<file path="src/rtl/serial_tx_buf_if.sv">
// serial_tx_buf_if: fabric-side bundle of the buffered UART transmitter.
//   i_wr        write strobe, byte on i_data sampled at the rising clock edge
//   i_data      byte to transmit
//   o_full      FIFO holds 2^N_ADDR bytes
//   o_busy      FIFO non-empty or a frame in progress
//   o_overflow  sticky flag, a write was dropped
//   o_tx        serial line, idle high
// master = fabric driving writes, slave = the transmitter.
interface serial_tx_buf_if;
  logic       i_wr;
  logic [7:0] i_data;
  logic       o_full;
  logic       o_busy;
  logic       o_overflow;
  logic       o_tx;

  modport master (
    output i_wr, i_data,
    input  o_full, o_busy, o_overflow, o_tx
  );

  modport slave (
    input  i_wr, i_data,
    output o_full, o_busy, o_overflow, o_tx
  );
endinterface

</file>
<file path="src/rtl/serial_tx_buf.sv">
// serial_tx_buf: FIFO-buffered UART transmitter, 8N1 frames LSB first
// (8E1 when SERIAL_TX_BUF_PARITY_EN is defined).
// Ports:
//   i_clk    system clock
//   i_rst_n  asynchronous active-low reset; forces the line idle-high at once
//   bus      serial_tx_buf_if.slave (i_wr, i_data, o_full, o_busy,
//            o_overflow, o_tx)
// Parameters: CLK_FREQ (Hz), BAUD_RATE (bit/s), N_ADDR (FIFO depth 2^N_ADDR).
// Optional feature macro: SERIAL_TX_BUF_PARITY_EN (even parity bit after D7).
module serial_tx_buf #(
  parameter int unsigned CLK_FREQ  = 48_000_000,
  parameter int unsigned BAUD_RATE = 115_200,
  parameter int unsigned N_ADDR    = 3
) (
  input logic            i_clk,
  input logic            i_rst_n,
  serial_tx_buf_if.slave bus
);

  localparam int unsigned DIV   = CLK_FREQ / BAUD_RATE;
  localparam int unsigned CNT_W = (DIV > 1) ? $clog2(DIV) : 1;
  localparam int unsigned DEPTH = 1 << N_ADDR;
  localparam int unsigned CW    = N_ADDR + 1;

  typedef enum logic [2:0] {
    S_IDLE   = 3'd0,
    S_START  = 3'd1,
    S_DATA   = 3'd2,
`ifdef SERIAL_TX_BUF_PARITY_EN
    S_PARITY = 3'd4,
`endif
    S_STOP   = 3'd3
  } state_e;

  state_e             state_q, state_d;
  logic [CNT_W-1:0]   baud_q, baud_d;
  logic [2:0]         bit_q, bit_d;
  logic [7:0]         shift_q, shift_d;
  logic [N_ADDR-1:0]  rd_ptr_q, rd_ptr_d;
  logic [N_ADDR-1:0]  wr_ptr_q, wr_ptr_d;
  logic [CW-1:0]      count_q, count_d;
  logic               tx_q, tx_d;
  logic               busy_q, busy_d;
  logic               overflow_q, overflow_d;
`ifdef SERIAL_TX_BUF_PARITY_EN
  logic               par_q, par_d;
`endif
  logic [7:0]         mem_q [DEPTH];

  logic               baud_last;
  logic               pop;
  logic               push;
  logic               full_c;

  assign baud_last = (baud_q == CNT_W'(DIV - 1));
  assign full_c    = (count_q == CW'(DEPTH));

  // Next-state: frame sequencing, FIFO pointers/count and registered outputs
  always_comb begin
    state_d    = state_q;
    baud_d     = baud_q;
    bit_d      = bit_q;
    shift_d    = shift_q;
    rd_ptr_d   = rd_ptr_q;
    wr_ptr_d   = wr_ptr_q;
    count_d    = count_q;
    overflow_d = overflow_q;
    pop        = 1'b0;
    push       = 1'b0;
    tx_d       = 1'b1;
`ifdef SERIAL_TX_BUF_PARITY_EN
    par_d      = par_q;
`endif

    if (state_q != S_IDLE) begin
      baud_d = baud_last ? '0 : baud_q + CNT_W'(1);
    end

    case (state_q)
      S_IDLE: begin
        if (count_q != '0) pop = 1'b1;
      end
      S_START: begin
        if (baud_last) state_d = S_DATA;
      end
      S_DATA: begin
        if (baud_last) begin
          shift_d = {1'b0, shift_q[7:1]};
          bit_d   = bit_q + 3'd1;
          if (bit_q == 3'd7) begin
`ifdef SERIAL_TX_BUF_PARITY_EN
            state_d = S_PARITY;
`else
            state_d = S_STOP;
`endif
          end
        end
      end
`ifdef SERIAL_TX_BUF_PARITY_EN
      S_PARITY: begin
        if (baud_last) state_d = S_STOP;
      end
`endif
      S_STOP: begin
        // Chain straight into the next start bit when more bytes wait
        if (baud_last) begin
          if (count_q != '0) pop = 1'b1;
          else               state_d = S_IDLE;
        end
      end
      default: state_d = S_IDLE;
    endcase

    if (pop) begin
      state_d  = S_START;
      baud_d   = '0;
      bit_d    = '0;
      shift_d  = mem_q[rd_ptr_q];
      rd_ptr_d = rd_ptr_q + N_ADDR'(1);
`ifdef SERIAL_TX_BUF_PARITY_EN
      par_d    = ^mem_q[rd_ptr_q];
`endif
    end

    // A full FIFO still accepts when its head leaves on the same edge
    push = bus.i_wr && (!full_c || pop);
    if (push) wr_ptr_d = wr_ptr_q + N_ADDR'(1);
    if (bus.i_wr && !push) overflow_d = 1'b1;

    case ({push, pop})
      2'b10:   count_d = count_q + CW'(1);
      2'b01:   count_d = count_q - CW'(1);
      default: count_d = count_q;
    endcase

    // Line level follows the state being entered so o_tx is a clean flop
    case (state_d)
      S_START:  tx_d = 1'b0;
      S_DATA:   tx_d = shift_d[0];
`ifdef SERIAL_TX_BUF_PARITY_EN
      S_PARITY: tx_d = par_d;
`endif
      default:  tx_d = 1'b1;
    endcase

    busy_d = (state_d != S_IDLE) || (count_d != '0);
  end

  // Control and output registers
  always_ff @(posedge i_clk or negedge i_rst_n) begin
    if (!i_rst_n) begin
      state_q    <= S_IDLE;
      baud_q     <= '0;
      bit_q      <= '0;
      shift_q    <= '0;
      rd_ptr_q   <= '0;
      wr_ptr_q   <= '0;
      count_q    <= '0;
      tx_q       <= 1'b1;
      busy_q     <= 1'b0;
      overflow_q <= 1'b0;
`ifdef SERIAL_TX_BUF_PARITY_EN
      par_q      <= 1'b0;
`endif
    end else begin
      state_q    <= state_d;
      baud_q     <= baud_d;
      bit_q      <= bit_d;
      shift_q    <= shift_d;
      rd_ptr_q   <= rd_ptr_d;
      wr_ptr_q   <= wr_ptr_d;
      count_q    <= count_d;
      tx_q       <= tx_d;
      busy_q     <= busy_d;
      overflow_q <= overflow_d;
`ifdef SERIAL_TX_BUF_PARITY_EN
      par_q      <= par_d;
`endif
    end
  end

  // FIFO storage; contents are don't-care until written
  always_ff @(posedge i_clk) begin
    if (push) mem_q[wr_ptr_q] <= bus.i_data;
  end

  assign bus.o_tx       = tx_q;
  assign bus.o_busy     = busy_q;
  assign bus.o_overflow = overflow_q;
  assign bus.o_full     = full_c;

endmodule

</file>
<file path="src/flat_wrapper.sv">
// flat-port wrapper written by rule: the top's interface ports become plain ports
module serial_tx_buf_flat 
#(
  parameter int unsigned CLK_FREQ  = 48_000_000,
  parameter int unsigned BAUD_RATE = 115_200,
  parameter int unsigned N_ADDR    = 3
)
  (i_clk, i_rst_n, bus_i_wr, bus_i_data, bus_o_full, bus_o_busy, bus_o_overflow, bus_o_tx);
  serial_tx_buf_if bus_i ();
  input logic i_clk;
  input logic i_rst_n;
  input wire logic [$bits(bus_i.i_wr)-1:0] bus_i_wr;
  input wire logic [$bits(bus_i.i_data)-1:0] bus_i_data;
  output wire logic [$bits(bus_i.o_full)-1:0] bus_o_full;
  output wire logic [$bits(bus_i.o_busy)-1:0] bus_o_busy;
  output wire logic [$bits(bus_i.o_overflow)-1:0] bus_o_overflow;
  output wire logic [$bits(bus_i.o_tx)-1:0] bus_o_tx;
  assign bus_i.i_wr = bus_i_wr;
  assign bus_i.i_data = bus_i_data;
  assign bus_o_full = bus_i.o_full;
  assign bus_o_busy = bus_i.o_busy;
  assign bus_o_overflow = bus_i.o_overflow;
  assign bus_o_tx = bus_i.o_tx;
  serial_tx_buf #(.CLK_FREQ(CLK_FREQ), .BAUD_RATE(BAUD_RATE), .N_ADDR(N_ADDR)) u_core (.i_clk(i_clk), .i_rst_n(i_rst_n), .bus(bus_i));
endmodule
</file>
<file path="config.mk">
export PLATFORM = sky130hd
export DESIGN_NAME = serial_tx_buf_flat
export DESIGN_NICKNAME = d
export VERILOG_FILES = /design/src/rtl/serial_tx_buf_if.sv /design/src/rtl/serial_tx_buf.sv /design/src/flat_wrapper.sv
export SDC_FILE = /design/constraint.sdc
export NUM_CORES = 1
export LEC_CHECK = 0
export CELL_PAD_IN_SITES_DETAIL_PLACEMENT = 0
export CELL_PAD_IN_SITES_GLOBAL_PLACEMENT = 1
export CORE_MARGIN = 5
export CORE_UTILIZATION = 46
export DETAILED_ROUTE_END_ITERATION = 16
export PLACE_DENSITY_LB_ADDON = 0.1
export REMOVE_ABC_BUFFERS = 1
export SLEW_MARGIN = 20
export SYNTH_ARGS = -nofsm -noshare
export SYNTH_HDL_FRONTEND = slang
export SYNTH_SLANG_ARGS = --single-unit
export TNS_END_PERCENT = 30
</file>
<file path="constraint.sdc">
create_clock -name i_clk -period 3.2 [get_ports i_clk]
set_input_delay 0.48 -clock i_clk [delete_from_list [all_inputs] [get_ports i_clk]]
set_output_delay 0.48 -clock i_clk [all_outputs]
set_load 0.005 [all_outputs]
</file>
## Word level (Yosys, flattened, before mapping)

Memory sizes are Yosys's and may differ from the RTL's.
Cells that the tools add are included.

| cells by class | value |
|---|---|
| equality and inequality tests | 10 |
| $add $sub $neg | 6 |
| mux-type cells | 23 |
| reduce and logical (&&, ||, !) cells | 15 |

Operator list:

| kind | count |
|---|---|
| 3-bit two-way mux | 9 |
| 9-bit two-way mux | 3 |
| 8-bit two-way mux | 3 |
| 3-bit case mux with 4 select lines | 1 |
| 3-bit by 1-bit adder with 3-bit output (second input constant) | 3 |
| 9-bit by 1-bit adder with 9-bit output (second input constant) | 1 |
| 3-bit by 2-bit equality test with 1-bit output (second input constant) | 3 |
| 9-bit equality test (second input constant) | 1 |
| 4-bit case mux with 2 select lines | 1 |
| 4-bit nonzero test | 2 |
| 3-bit by 1-bit equality test with 1-bit output (second input constant) | 2 |
| 2-bit nonzero test | 3 |
| 3-bit nonzero test | 2 |
| 4-bit by 1-bit adder with 4-bit output (second input constant) | 1 |
| 4-bit equality test (second input constant) | 1 |
| 1-bit two-way mux | 4 |
| 1-bit case mux with 2 select lines | 2 |
| 4-bit by 1-bit subtractor with 4-bit output (second input constant) | 1 |
| 3-bit equality test (second input constant) | 1 |
| 3-bit logical NOT | 1 |
| 2-bit by 1-bit equality test with 1-bit output (second input constant) | 1 |
| 2-bit equality test (second input constant) | 1 |
| 1-bit logical AND | 2 |
| 1-bit logical NOT | 2 |
| other kinds (2) | 3 |

| word-level totals | value |
|---|---|
| input port bits | 11 |
| memories | 1 |
| register bits | 36 |
| output and inout port bits | 4 |
| logic and storage cells | 66 |
| RAM bits | 64 |

Memory list:

| memory | words | bits a word | rd ports | clocked after Yosys merged registers in | wr ports | RTL line | RTL |
|---|---|---|---|---|---|---|---|
| u_core.mem_q | 8 | 8 | 1 | 0 | 1 | serial_tx_buf.sv:48 | `logic [7:0] mem_q [DEPTH];` |

## Logic depth before layout (Yosys ltp)

Gate-level depths: netlist (run 1).

| logic depth | value |
|---|---|
| depth after elaboration | 10 |
| mapped depth | 12 |
| depth with buffers taken out | 12 |

## Worst setup path after synthesis (run 1)

Ideal clock, no wire load.

| timing | value |
|---|---|
| kind | register to register |
| start | reg u_core.baud_q[0] |
| end | reg u_core.busy_q (netlist: u_core.bus.o_busy) |
| cell stages (with the launch flop) | 12 |
| arrival | 2903 ps |
| period minus slack after synthesis | 3029 ps |
| buffers on the path | 0 |
| required time | 3074 ps |
| path slack | 171 ps |
| library setup time | 126 ps |
| cell sequence | dfrtp_1 > ha_1 > nand4_2 > o41ai_4 > and2_1 > nand2b_1 > inv_1 > ha_1 > a21o_1 > a21o_1 > or4_4 > a311o_1 |

| between the ends | value |
|---|---|
| longest elaborated chain between the ends | 9 |
| elaborated cells on any way between the ends | 16 |
| classes of those cells | eq/ne: 3; mux: 8; reduce/logical: 5 |

Ends and longest elaborated chain:

| element | RTL line | RTL |
|---|---|---|
| start: declaration | serial_tx_buf.sv:36 | `logic [CNT_W-1:0] baud_q, baud_d;` |
| start signal: assignment | serial_tx_buf.sv:167 | `baud_q <= baud_d;` |
| 9-bit equality test * | serial_tx_buf.sv:55 | `assign baud_last = (baud_q == CNT_W'(DIV - 1));` |
| 1-bit two-way mux | serial_tx_buf.sv:106 | `if (baud_last) begin` |
| 1-bit case mux with 2 select lines | serial_tx_buf.sv:79 | `case (state_q)` |
| 1-bit logical OR | serial_tx_buf.sv:126 | `push = bus.i_wr && (!full_c \|\| pop);` |
| 1-bit logical AND | serial_tx_buf.sv:126 |  |
| 2-bit by 1-bit equality test with 1-bit output / 2-bit equality test (equally long branches) | serial_tx_buf.sv:130 | `case ({push, pop})` |
| 4-bit case mux with 2 select lines | serial_tx_buf.sv:130 |  |
| 4-bit nonzero test | serial_tx_buf.sv:146 | `busy_d = (state_d != S_IDLE) \|\| (count_d != '0);` |
| 1-bit logical OR * | serial_tx_buf.sv:146 |  |
| named net u_core.busy_d | serial_tx_buf.sv:43 | `logic busy_q, busy_d;` |
| end signal: assignment | serial_tx_buf.sv:174 | `busy_q <= busy_d;` |
| end: declaration | serial_tx_buf.sv:43 |  |

Mark *: on every way through the listed nets, which the timed path passes. The rest lies on a longest branch.
A chain may end at the register's enable or synchronous reset.

## Worst setup path in the final report (run 1)

Ends and elaborated chain as after synthesis.

==> impl_metrics.toml, run 1 <==
[run_status]
status = "complete, no violations"

[timing]
report.final.hold_viol_count = 0
maxSlewViolCount = 0
setup_repair_after_global_routing_missed_its_margin = "no"
setup_ws_ps = 199.6
period_minus_slack_ps = 3000
worstMarginPinSlew_ps = 823.0
fin_skew_ps = 11.48
worst_slew_margin_pct = 45.13
setup_viol = 0
timing.fmax_ghz = 0.3333
finalCritPeriodShare_pct = 93.76

[floorplanning]
io-pin-count = 15
initial_utilization_pct = 47.08
core_um2 = 9240
die-width_um = 107.3
design.die.area_um2 = 11500
floorplan.rows = 35
die-height_um = 107.3

[grt]
first_global_vias = 2496
grt.overflow.total = 0
grt_max_degree = 37
grt_first_pass_wirelength_mm = 13.14
grt_use_total_pct = 15.28
grt_antenna_before_repair = 0

[cells_and_area]
mostFrequentLayoutCells = "sky130_fd_sc_hd__edfxtp_1, sky130_fd_sc_hd__dfrtp_1, sky130_fd_sc_hd__nand2_1"
drive_above_1_share_pct = 18.15
layout_commonest_cell = "sky130_fd_sc_hd__edfxtp_1"
final_core_util_pct = 53.38
syn_to_final_growth_pct = 13.37
fin_nets = 339
n_antenna_cell = 0

[clock_network]
clk_latency_ps = 370
number_of_buffers_inserted_by_hold_repair_at_cts = 0
tritoncts = "done"
cts.reportedPaths.clkPinSlew_ps = 110
root_buffer = "sky130_fd_sc_hd__clkbuf_8"
max_h_tree_level = 3
cts_buffer_depth = 2
cts_inserted_buffers = 9
clkSinkCount = 100

[critical_path]
crit_path_top_delay_cell = "sky130_fd_sc_hd__or4_4"
path_delay_family = "compound AO/OA/AOI/OAI gates"
cp_num_buf_inv = 1
critPathMostFrequentCell = "sky130_fd_sc_hd__a21o_1"
worst_ep_arrival_time_ps = 3270
slowest_delay_ps = 420
critical_path.cell_chain = "ha_2 > nand4_2 > o41ai_4 > and2_1 > nand2b_1 > inv_1 > ha_1 > a21o_1 > a21o_1 > or4_4 > a311o_1"
classification_of_the_worst_setup_path = "register to register"
setup.worst_path.end_class = "register"
cp_data_required_time_ps = 3470
worstPathMaxFanout = 6
critPathLaunchType = "register"

[placement]
last_weighted_congestion_value_of_the_routability_driven_placer = 0.7893
dp.final_hpwl_mm = 5.271
dpl_worst_slack_ps = 167.6
numPortBuffers = 14

[synthesis]
ys_warns = 0
synthesis.area_per_instance_um2 = 14.85
sequential_element_share_of_the_synthesized_area_pct = 64.91
fraction_of_registers_with_async_set_reset_pct = 36.00
synth_area_um2 = 4350
netlist-cell-type-count = 49
synth_edf_count = 64
synth_ff_type = "sky130_fd_sc_hd__edfxtp_1"
synthesis.instances = 293
synth.ff_latch_count = 100

[routing]
detailedRoute.firstIterationViolations = 109
routed_wl_mm = 8.053
detail_route.wl_per_cell_um = 17.74
drt-pass1-iter-count = 4
via_count = 2443
via_per_inst = 5.381
final_antenna_net_count = 0
drc_errors = 0

[power_and_ir_drop]
power.leakage_nw = 1.851
finalPower_w = 0.003886
power.density_cell_area_nw_per_um2 = 788.0
max-vdd-ir-drop_mv = 0.4483

[job]
max-cap-violations = 0

[hold_path]
hold_crit_class = "input port to asynchronous set/reset pin"
==> area by class of cell <==
cell class                 count  area, um^2
clock buffer                   9       123.9
timing repair buffer          28       240.2
tap                          129       161.4
inverter                       7       26.28
sequential                   100        2824
clock inverter                 7       102.6
multi-input combinational    174        1454
fill                         775        4308
==> sequential cells by signal, indices dropped and copies added, names as in the netlist <==
name	count
u_core.wr_ptr_q	3
u_core.bit_q	3
u_core.state_q	3
u_core.mem_q	64
u_core.count_q	4
u_core.baud_q	9
u_core.bus.o_tx	1
u_core.shift_q	8
u_core.bus.o_overflow	1
u_core.bus.o_busy	1
u_core.rd_ptr_q	3
==> synthesized netlist by cell type, types with 5 or more instances <==
| cell type | n | area share [%] |
|---|---|---|
| sky130_fd_sc_hd__edfxtp_1 | 64 | 44 |
| sky130_fd_sc_hd__a21oi_1 | 7 | 0.81 |
| sky130_fd_sc_hd__mux2i_1 | 11 | 2.5 |
| sky130_fd_sc_hd__nand2b_1 | 5 | 0.72 |
| sky130_fd_sc_hd__nand4_1 | 8 | 1.2 |
| sky130_fd_sc_hd__a221o_1 | 5 | 1.2 |
| sky130_fd_sc_hd__clkbuf_1 | 8 | 0.69 |
| sky130_fd_sc_hd__xnor2_1 | 6 | 1.2 |
| sky130_fd_sc_hd__o21ai_0 | 8 | 0.92 |
| sky130_fd_sc_hd__mux4_2 | 16 | 8.3 |
| sky130_fd_sc_hd__nand2_1 | 26 | 2.2 |
| sky130_fd_sc_hd__nor2_1 | 24 | 2.1 |
| sky130_fd_sc_hd__xor2_1 | 5 | 1.0 |
| sky130_fd_sc_hd__ha_1 | 7 | 2.0 |
| sky130_fd_sc_hd__dfrtp_1 | 35 | 20 |
| sky130_fd_sc_hd__inv_1 | 7 | 0.60 |
==> cells by family after synthesis <==
group | after synthesis | synth area share (%)
simple gates | 88 | 10.90
fa+ha+maj | 8 | 2.473
flops | 100 | 64.91
xor+xnor | 11 | 2.214
buf+inv | 19 | 1.726
compound gates | 38 | 6.615
mux | 28 | 11.07
other cells | 1 | 0.08620
==> power by group <==
| group | internal, W | leakage, nW | switching [W] |
|---|---|---|---|
| clock | 0.000391 | 0.114 | 0.000485 |
| combinational | 0.000574 | 0.711 | 0.000570 |
| sequential | 0.00165 | 1.03 | 0.000218 |
==> what timing repair did <==
action | CTS | global route
setup buffers | 0 | 0
endpoints found under the setup margin | 0 | 1
gates resized for setup | 0 | 1
==> routing by layer <==
layer | track usage (%) | share of wire, % | vias up
met5 | 0 | 0 | -
met4 | 5.479 | 1.1 | 0
met3 | 3.539 | 4.4 | 6
met2 | 23.01 | 46 | 40
met1 | 21.76 | 49 | 1228
li1 | - | - | 1169
==> final timing paths <==
check | start | end | slack (ps) | cells past startpoint
max | u_core.baud_q[0]$_DFFE_PN0P_ | u_core.bus.o_busy$_DFF_PN0_ | 200 | 11
min | i_rst_n | u_core.baud_q[6]$_DFFE_PN0P_ | 190 | 1
max reg2reg | u_core.baud_q[0]$_DFFE_PN0P_ | u_core.bus.o_busy$_DFF_PN0_ | 200 | 11
min reg2reg | u_core.bus.o_overflow$_DFFE_PN0P_ | u_core.bus.o_overflow$_DFFE_PN0P_ | 470 | 1
max in group asynchronous | i_rst_n | u_core.shift_q[4]$_DFFE_PN0P_ | 2490 | 1
min in group i_clk | u_core.bus.o_overflow$_DFFE_PN0P_ | u_core.bus.o_overflow$_DFFE_PN0P_ | 470 | 1
==> per-stage QoR <==
step                      setup TNS (ps)  instances  hold WS [ps]  area [um^2]
after floorplan                   -31.50        281         184.4         4302
after global placement                 0        438         443.5         4703
after detailed placement               0        438         450.3         4703
after CTS                              0        454         217.2         4930
after global routing                   0        454         271.8         4932
final                                  0        454         191.3         4932
No activity file was read; power rests on OpenSTA's default activity.
==> run 2: changes to the inputs <==
- CAP_MARGIN: unset -> 20
==> results of run 2 <==
Same layout as run 1: the final DEF is identical, and so are final timing and power.
==> RTL change 1: new RTL, flow settings as in run 1 <==
`CLK_FREQ` is set to 48_000_000 in 2 places; all go to 192_000_000.
--- a/src/rtl/serial_tx_buf.sv
+++ b/src/rtl/serial_tx_buf.sv
@@ -8,7 +8,7 @@
 // Parameters: CLK_FREQ (Hz), BAUD_RATE (bit/s), N_ADDR (FIFO depth 2^N_ADDR).
 // Optional feature macro: SERIAL_TX_BUF_PARITY_EN (even parity bit after D7).
 module serial_tx_buf #(
-  parameter int unsigned CLK_FREQ  = 48_000_000,
+  parameter int unsigned CLK_FREQ  = 192_000_000,
   parameter int unsigned BAUD_RATE = 115_200,
   parameter int unsigned N_ADDR    = 3
 ) (
--- a/src/flat_wrapper.sv
+++ b/src/flat_wrapper.sv
@@ -1,7 +1,7 @@
 // flat-port wrapper written by rule: the top's interface ports become plain ports
 module serial_tx_buf_flat 
 #(
-  parameter int unsigned CLK_FREQ  = 48_000_000,
+  parameter int unsigned CLK_FREQ  = 192_000_000,
   parameter int unsigned BAUD_RATE = 115_200,
   parameter int unsigned N_ADDR    = 3
 )
Behaviour: no difference found for any inputs over 10 cycles, from zero or initial values and one cycle with i_rst_n low; that may be too few to reach the edited logic, so the function may still have changed.
==> RTL change 1 against run 1 <==
Total power up 4.5%. Sequential share of layout area down 2.4 points. Sequential cell count up 2. First-iteration DRC count up 67%. Die area up 5.1%. Area after synthesis up 5.6%. Via count up 12%. Worst setup slack worse by 45 ps. Routed wire length up 9.1%. Global-route usage up 0.82 points. Maximum frequency down 1.5%. Cell area up 6.2%. Highest routed layer unchanged.
==> RTL change 1: results (changes against run 1) <==
* Number of DRC violations after detailed-routing iteration 0 at 182 (+67%)
* Filler Cells Inserted at 824 (+6.3%)
* Share of flip-flops with an asynchronous set or reset at 0.3725 (+0.01255)
* Parity-gate share of the synthesized area counting xor and xnor cells at 0.03050 (+0.008356)
* Outcome: completed
* GR met2 Demand/Resource at 0.2699 (+0.03981)
* Largest stage delay on the critical path at 510 ps (+90 ps)
* Adder-cell share of the synthesized area at 0.02614 (+0.001410)
* Multiplexer share of the synthesized area at 0.1070 (-0.003701)
* Share of the synthesized area in compound gates (AO/OA/AOI/OAI) at 0.06727 (+0.001117)
* Routed Wire Length at 8.787 mm (+9.1%)
* Largest registers: u_core.mem_q x64, u_core.baud_q x11, u_core.shift_q x8
* Final net count at 378 (+12%)
* GRT met3 Usage at 0.03347 (-0.001923)
* Pre-CTS setup slack at 149.5 ps (-18.08 ps)
* Setup slack on the worst flop-to-flop path at 160 ps (-40 ps)
* Worst slew slack as a fraction of its limit at 0.4211 (-0.03026)
* Pleak at 1.939 nW (+4.8%)
* List of most frequent post-synthesis cells: sky130_fd_sc_hd__edfxtp_1, sky130_fd_sc_hd__dfrtp_1, sky130_fd_sc_hd__nor2_1
* Source of the worst register-to-register timing path: u_core.baud_q[1]$_DFFE_PN0P_
* Via/cell ratio at 5.500 (+2.2%)
* Largest vdd supply drop at 0.3917 mV (-13%)
* Maximum clock skew at final layout at 8.641 ps (-2.841 ps)
* GRT Resource Usage Total at 0.1610 (+0.008227)
* Cell at the slowest stage of the critical path: sky130_fd_sc_hd__or4_1
* Post-synthesis sequential area ratio at 0.6255 (-0.02358)
* Synth area leaders: sky130_fd_sc_hd__edfxtp_1, sky130_fd_sc_hd__dfrtp_1, sky130_fd_sc_hd__mux4_2, sky130_fd_sc_hd__mux2i_1, sky130_fd_sc_hd__nor2_1
* First-pass GRT wire length at 14.55 mm (+11%)
* Via count of the first global-routing pass at 2,743 (+9.9%)
* Maximum number of pins on one net before global-route repair at 39 (+5.4%)
* Count of cells along the worst register-to-register path at 13 (+2)
* Critical path data arrival time at 3280 ps (about the same)
* Ratio of cells with drive above 1 in the final layout at 0.1983 (+0.01681)
[RTL change 1: how the worst max path moves through the flow]
stage | startpoint | endpoint | slack, ps | cells after the start
finish | u_core.baud_q[1]$_DFFE_PN0P_ | u_core.bus.o_busy$_DFF_PN0_ | 160 | 13
global route | u_core.baud_q[1]$_DFFE_PN0P_ | u_core.bus.o_busy$_DFF_PN0_ | 2 | 13
CTS | u_core.baud_q[1]$_DFFE_PN0P_ | u_core.bus.o_busy$_DFF_PN0_ | 110 | 13
detailed placement | u_core.baud_q[1]$_DFFE_PN0P_ | u_core.bus.o_busy$_DFF_PN0_ | 150 | 13
global placement | u_core.baud_q[1]$_DFFE_PN0P_ | u_core.bus.o_busy$_DFF_PN0_ | 200 | 13
floorplan | u_core.baud_q[1]$_DFFE_PN0P_ | u_core.bus.o_busy$_DFF_PN0_ | -260 | 13
[RTL change 1: cells by family after synthesis]
group	after synthesis
compound gates	42
xor+xnor	16
fa+ha+maj	9
buf+inv	23
flops	102
mux	29
other cells	1
simple gates	100
[RTL change 1: repair_timing]
item / 4_1_cts / 5_1_grt
endpoints found under the hold margin: 0 / 0
resized for setup: 0 / 1
setup endpoints to repair: 0 / 1
[RTL change 1: cell type report]
| class | count | area (µm²) | share of cell area |
|---|---|---|---|
| clock buffers | 11 | 131.4 | 0.02508 |
| clock inverters | 5 | 65.06 | 0.01242 |
| inverters | 6 | 22.52 | 0.004300 |
| multi-input cells | 197 | 1633 | 0.3118 |
| flip-flops and latches | 102 | 2874 | 0.5487 |
| well taps | 133 | 166.4 | 0.03177 |
| repair buffers | 42 | 345.3 | 0.06593 |
[RTL change 1: metrics by stage]
step / cells / hold WS (ps) / setup TNS [ps] / utilization / instance area (µm²)
floorplan: 305 / 184.4 / -258.5 / - / 4519
global placement: 480 / 451.8 / 0 / 0.5154 / 5037
detailed placement: 480 / 463.4 / 0 / 0.5154 / 5037
CTS: 496 / 245.8 / 0 / 0.5355 / 5234
global route: 496 / 298.7 / 0 / 0.5358 / 5238
finish: 496 / 218.8 / 0 / 0.5358 / 5238
[RTL change 1: worst max-delay path: cells and delay by family, from the launching register on]
family                     cells  cell delay [ps]
and+or+nand+nor                5             1010
adders and majority gates      2              520
AOI/OAI and AO/OA              2              440
DFF                            1              390
muxes                          1              270
xor gates and xnor gates       1              170
buffers and inverters          2              140
[RTL change 1: power breakdown]
group	switching, mW	internal [mW]
clock	0.453	0.371
combinational	0.674	0.681
sequential	0.205	1.68
[RTL change 1: layer usage]
layer | wire length (µm) | share of wire
met4 | 75 | 0.0085
met2 | 4484 | 0.51
met5 | 0 | 0
met3 | 182 | 0.021
met1 | 4044 | 0.46
==> RTL change 2: new RTL, settings of run 1 <==
Made on the original files. `shift_q` no longer has a reset.
--- a/src/rtl/serial_tx_buf.sv
+++ b/src/rtl/serial_tx_buf.sv
@@ -152,7 +152,6 @@
       state_q    <= S_IDLE;
       baud_q     <= '0;
       bit_q      <= '0;
-      shift_q    <= '0;
       rd_ptr_q   <= '0;
       wr_ptr_q   <= '0;
       count_q    <= '0;
@@ -166,7 +165,6 @@
       state_q    <= state_d;
       baud_q     <= baud_d;
       bit_q      <= bit_d;
-      shift_q    <= shift_d;
       rd_ptr_q   <= rd_ptr_d;
       wr_ptr_q   <= wr_ptr_d;
       count_q    <= count_d;
@@ -177,6 +175,10 @@
       par_q      <= par_d;
 `endif
     end
+  end
+
+  always_ff @(posedge i_clk) begin
+    shift_q <= shift_d;
   end
 
   // FIFO storage; contents are don't-care until written
Function: no difference found for any inputs over 10 cycles, from zero or initial values and one cycle with i_rst_n low; that may be too few to reach the edited logic, so the function may still have changed.
==> RTL change 2 against run 1 <==
Area after synthesis fell by 0.55%. Total power decreased by 5.2%. Cell area shrank 1.8%. Via count decreased by 2.3%. Sequential cell count is the same. Routed wire length fell by 1.3%. Worst setup slack worse by 53 ps. Non-clock buffer count unchanged. Core utilization is 0.71 points lower. Die area shrank 0.49%. Largest cell class unchanged.
==> RTL change 2: results (changes against run 1) <==
* Outcome: completed
* EDFF count, synth at 71 (+11%)
* Number of iterations in the first detailed-routing pass at 4 (unchanged)
* GRT Resource Usage Total at 0.1522 (-0.0005557)
* Total power consumption of the routed design at 3.686 mW (-5.2%)
* Filler Cells Inserted at 781 (+0.77%)
* Maximum clock skew at final layout at 11.84 ps (+0.3616 ps)
* Ratio of cells with drive above 1 in the final layout at 0.1713 (-0.01020)
* Total of buffers placed on input and output ports at 14 (unchanged)
* Half-perimeter wire length after detailed placement at 5.334 mm (+1.2%)
* Count of placed standard cells including taps at 417 (-4.8%)
* GP Congestion at 0.7937 (+0.56%)
* Root cell of the clock tree: sky130_fd_sc_hd__clkbuf_8
* Largest registers: u_core.mem_q x64, u_core.baud_q x9, u_core.shift_q x8
* Initial antenna violation count at 0 (unchanged)
* Largest stage delay on the critical path at 420 ps (about the same)
* H-Tree Level Count at 3 (unchanged)
* Number of DRC violations after detailed-routing iteration 0 at 80 (-27%)
* Worst hold path depth at 1
* Top flip-flop cell by instance count after synthesis: sky130_fd_sc_hd__edfxtp_1
* Number of clock buffers inserted by TritonCTS at 9 (unchanged)
* Final net count at 336 (-0.88%)
* Maximum root-to-sink buffer count at 2 (unchanged)
* Cell at the slowest stage of the critical path: sky130_fd_sc_hd__or4_4
* Largest driver fanout on the critical path at 6 (unchanged)
* Path type of the worst min-delay path: register to register
* Post-synth cell types at 47 (-4.1%)
* Post-synthesis sequential area ratio at 0.6596 (+0.01051)
* Cell area after placement at 4662 µm² (-0.88%)
* Number of cells upsized or downsized after cts at 0 (unchanged)
* Critical path data arrival time at 3310 ps (+40 ps)
* Synth Instances at 290 (-1.0%)
* Synth area leaders: sky130_fd_sc_hd__edfxtp_1, sky130_fd_sc_hd__dfrtp_1, sky130_fd_sc_hd__mux4_2, sky130_fd_sc_hd__mux2i_1, sky130_fd_sc_hd__nand2_1
* Tightest Pin Transition at 831.2 ps (+8.220 ps)
* # diodes at 0 (unchanged)
* Clk pin slew, worst setup/hold paths at 100 ps
* Count of cells along the worst register-to-register path at 11 (unchanged)
* Via/cell ratio at 5.528 (+2.7%)
* Maximum number of pins on one net before global-route repair at 19 (-49%)
* Pleak at 1.790 nW (-3.3%)
* Setup bufs post-CTS at 0 (unchanged)
* First-pass GRT wire length at 13.05 mm (-0.63%)
* Pre-CTS setup slack at 174.0 ps (+6.434 ps)
* Routed Wire Length at 7.949 mm (-1.3%)
* Largest vdd supply drop at 0.3604 mV (-20%)
* Vias at 2,388 (-2.3%)
* List of most frequent post-synthesis cells: sky130_fd_sc_hd__edfxtp_1, sky130_fd_sc_hd__nand2_1, sky130_fd_sc_hd__dfrtp_1
* Top Family by Delay on Critical Path: compound AO/OA/AOI/OAI gates
* Share of flip-flops with an asynchronous set or reset at 0.2800 (-0.08000)
* Clock latency on the worst-skew pair at 360 ps
* Total number of yosys warnings at 0 (unchanged)
-- RTL change 2: cell count changes after synthesis, sizes merged, moves of 2 or more --
cell    before  now
o21ai        8   15
nor2        24   19
edfxtp      64   71
dfrtp       35   27
o31ai        2    0
nand2       27   32
a221o        5    0
-- RTL change 2: cell families (layout without fill, tap and decap cells) --
family | Yosys count | count (layout) | synth area share
flip-flops | 100 | 100 | 0.6596
AND/OR/NAND/NOR | 88 | 88 | 0.1082
AO/OA/AOI/OAI | 36 | 36 | 0.05668
multiplexers | 28 | 28 | 0.1110
buffers and inverters | 18 | 49 | 0.01648
XOR/XNOR | 11 | 11 | 0.02227
adder cells (fa/ha/maj) | 8 | 8 | 0.02487
other | 1 | 1 | 0.0008667
-- RTL change 2: area by class of cell --
cell class / instances / area [µm²] / area share
Sequential cell: 100 / 2854 / 0.5893
Multi-Input combinational cell: 172 / 1401 / 0.2893
Timing Repair Buffer: 28 / 245.2 / 0.05063
Tap cell: 111 / 138.9 / 0.02867
Clock buffer: 9 / 123.9 / 0.02557
Clock inverter: 6 / 57.56 / 0.01188
Inverter: 6 / 22.52 / 0.004650
-- RTL change 2: final timing paths --
path                                                   start                                 to  slack (ps)
min                        u_core.bus.o_overflow$_DFFE_PN0P_  u_core.bus.o_overflow$_DFFE_PN0P_         470
min in group asynchronous                            i_rst_n        u_core.count_q[2]$_DFF_PN0_         490
min reg2reg                u_core.bus.o_overflow$_DFFE_PN0P_  u_core.bus.o_overflow$_DFFE_PN0P_         470
max reg2reg                     u_core.baud_q[0]$_DFFE_PN0P_        u_core.bus.o_busy$_DFF_PN0_         150
max in group asynchronous                            i_rst_n          u_core.bus.o_tx$_DFF_PN1_        1980
max                             u_core.baud_q[0]$_DFFE_PN0P_        u_core.bus.o_busy$_DFF_PN0_         150
-- RTL change 2: worst reg2reg max path, cell delays in order (launching register included) --
cell,delay (ps)
sky130_fd_sc_hd__dfrtp_1,400
sky130_fd_sc_hd__ha_1,270
sky130_fd_sc_hd__nand4_1,190
sky130_fd_sc_hd__o41ai_4,350
sky130_fd_sc_hd__and2_0,210
sky130_fd_sc_hd__nand2b_1,110
sky130_fd_sc_hd__inv_1,90
sky130_fd_sc_hd__ha_1,220
sky130_fd_sc_hd__a21o_1,160
sky130_fd_sc_hd__a21o_1,200
sky130_fd_sc_hd__or4_4,420
sky130_fd_sc_hd__a311o_1,320
-- RTL change 2: power by group --
group / switching (mW) / internal (mW)
registers: 0.233 / 1.66
logic: 0.513 / 0.532
clock network: 0.455 / 0.298
-- RTL change 2: layer usage --
layer / global-route usage / share of wire
met1: 0.2166 / 0.48
met2: 0.2356 / 0.48
met3: 0.02769 / 0.021
met4: 0.05479 / 0.014
met5: 0 / 0
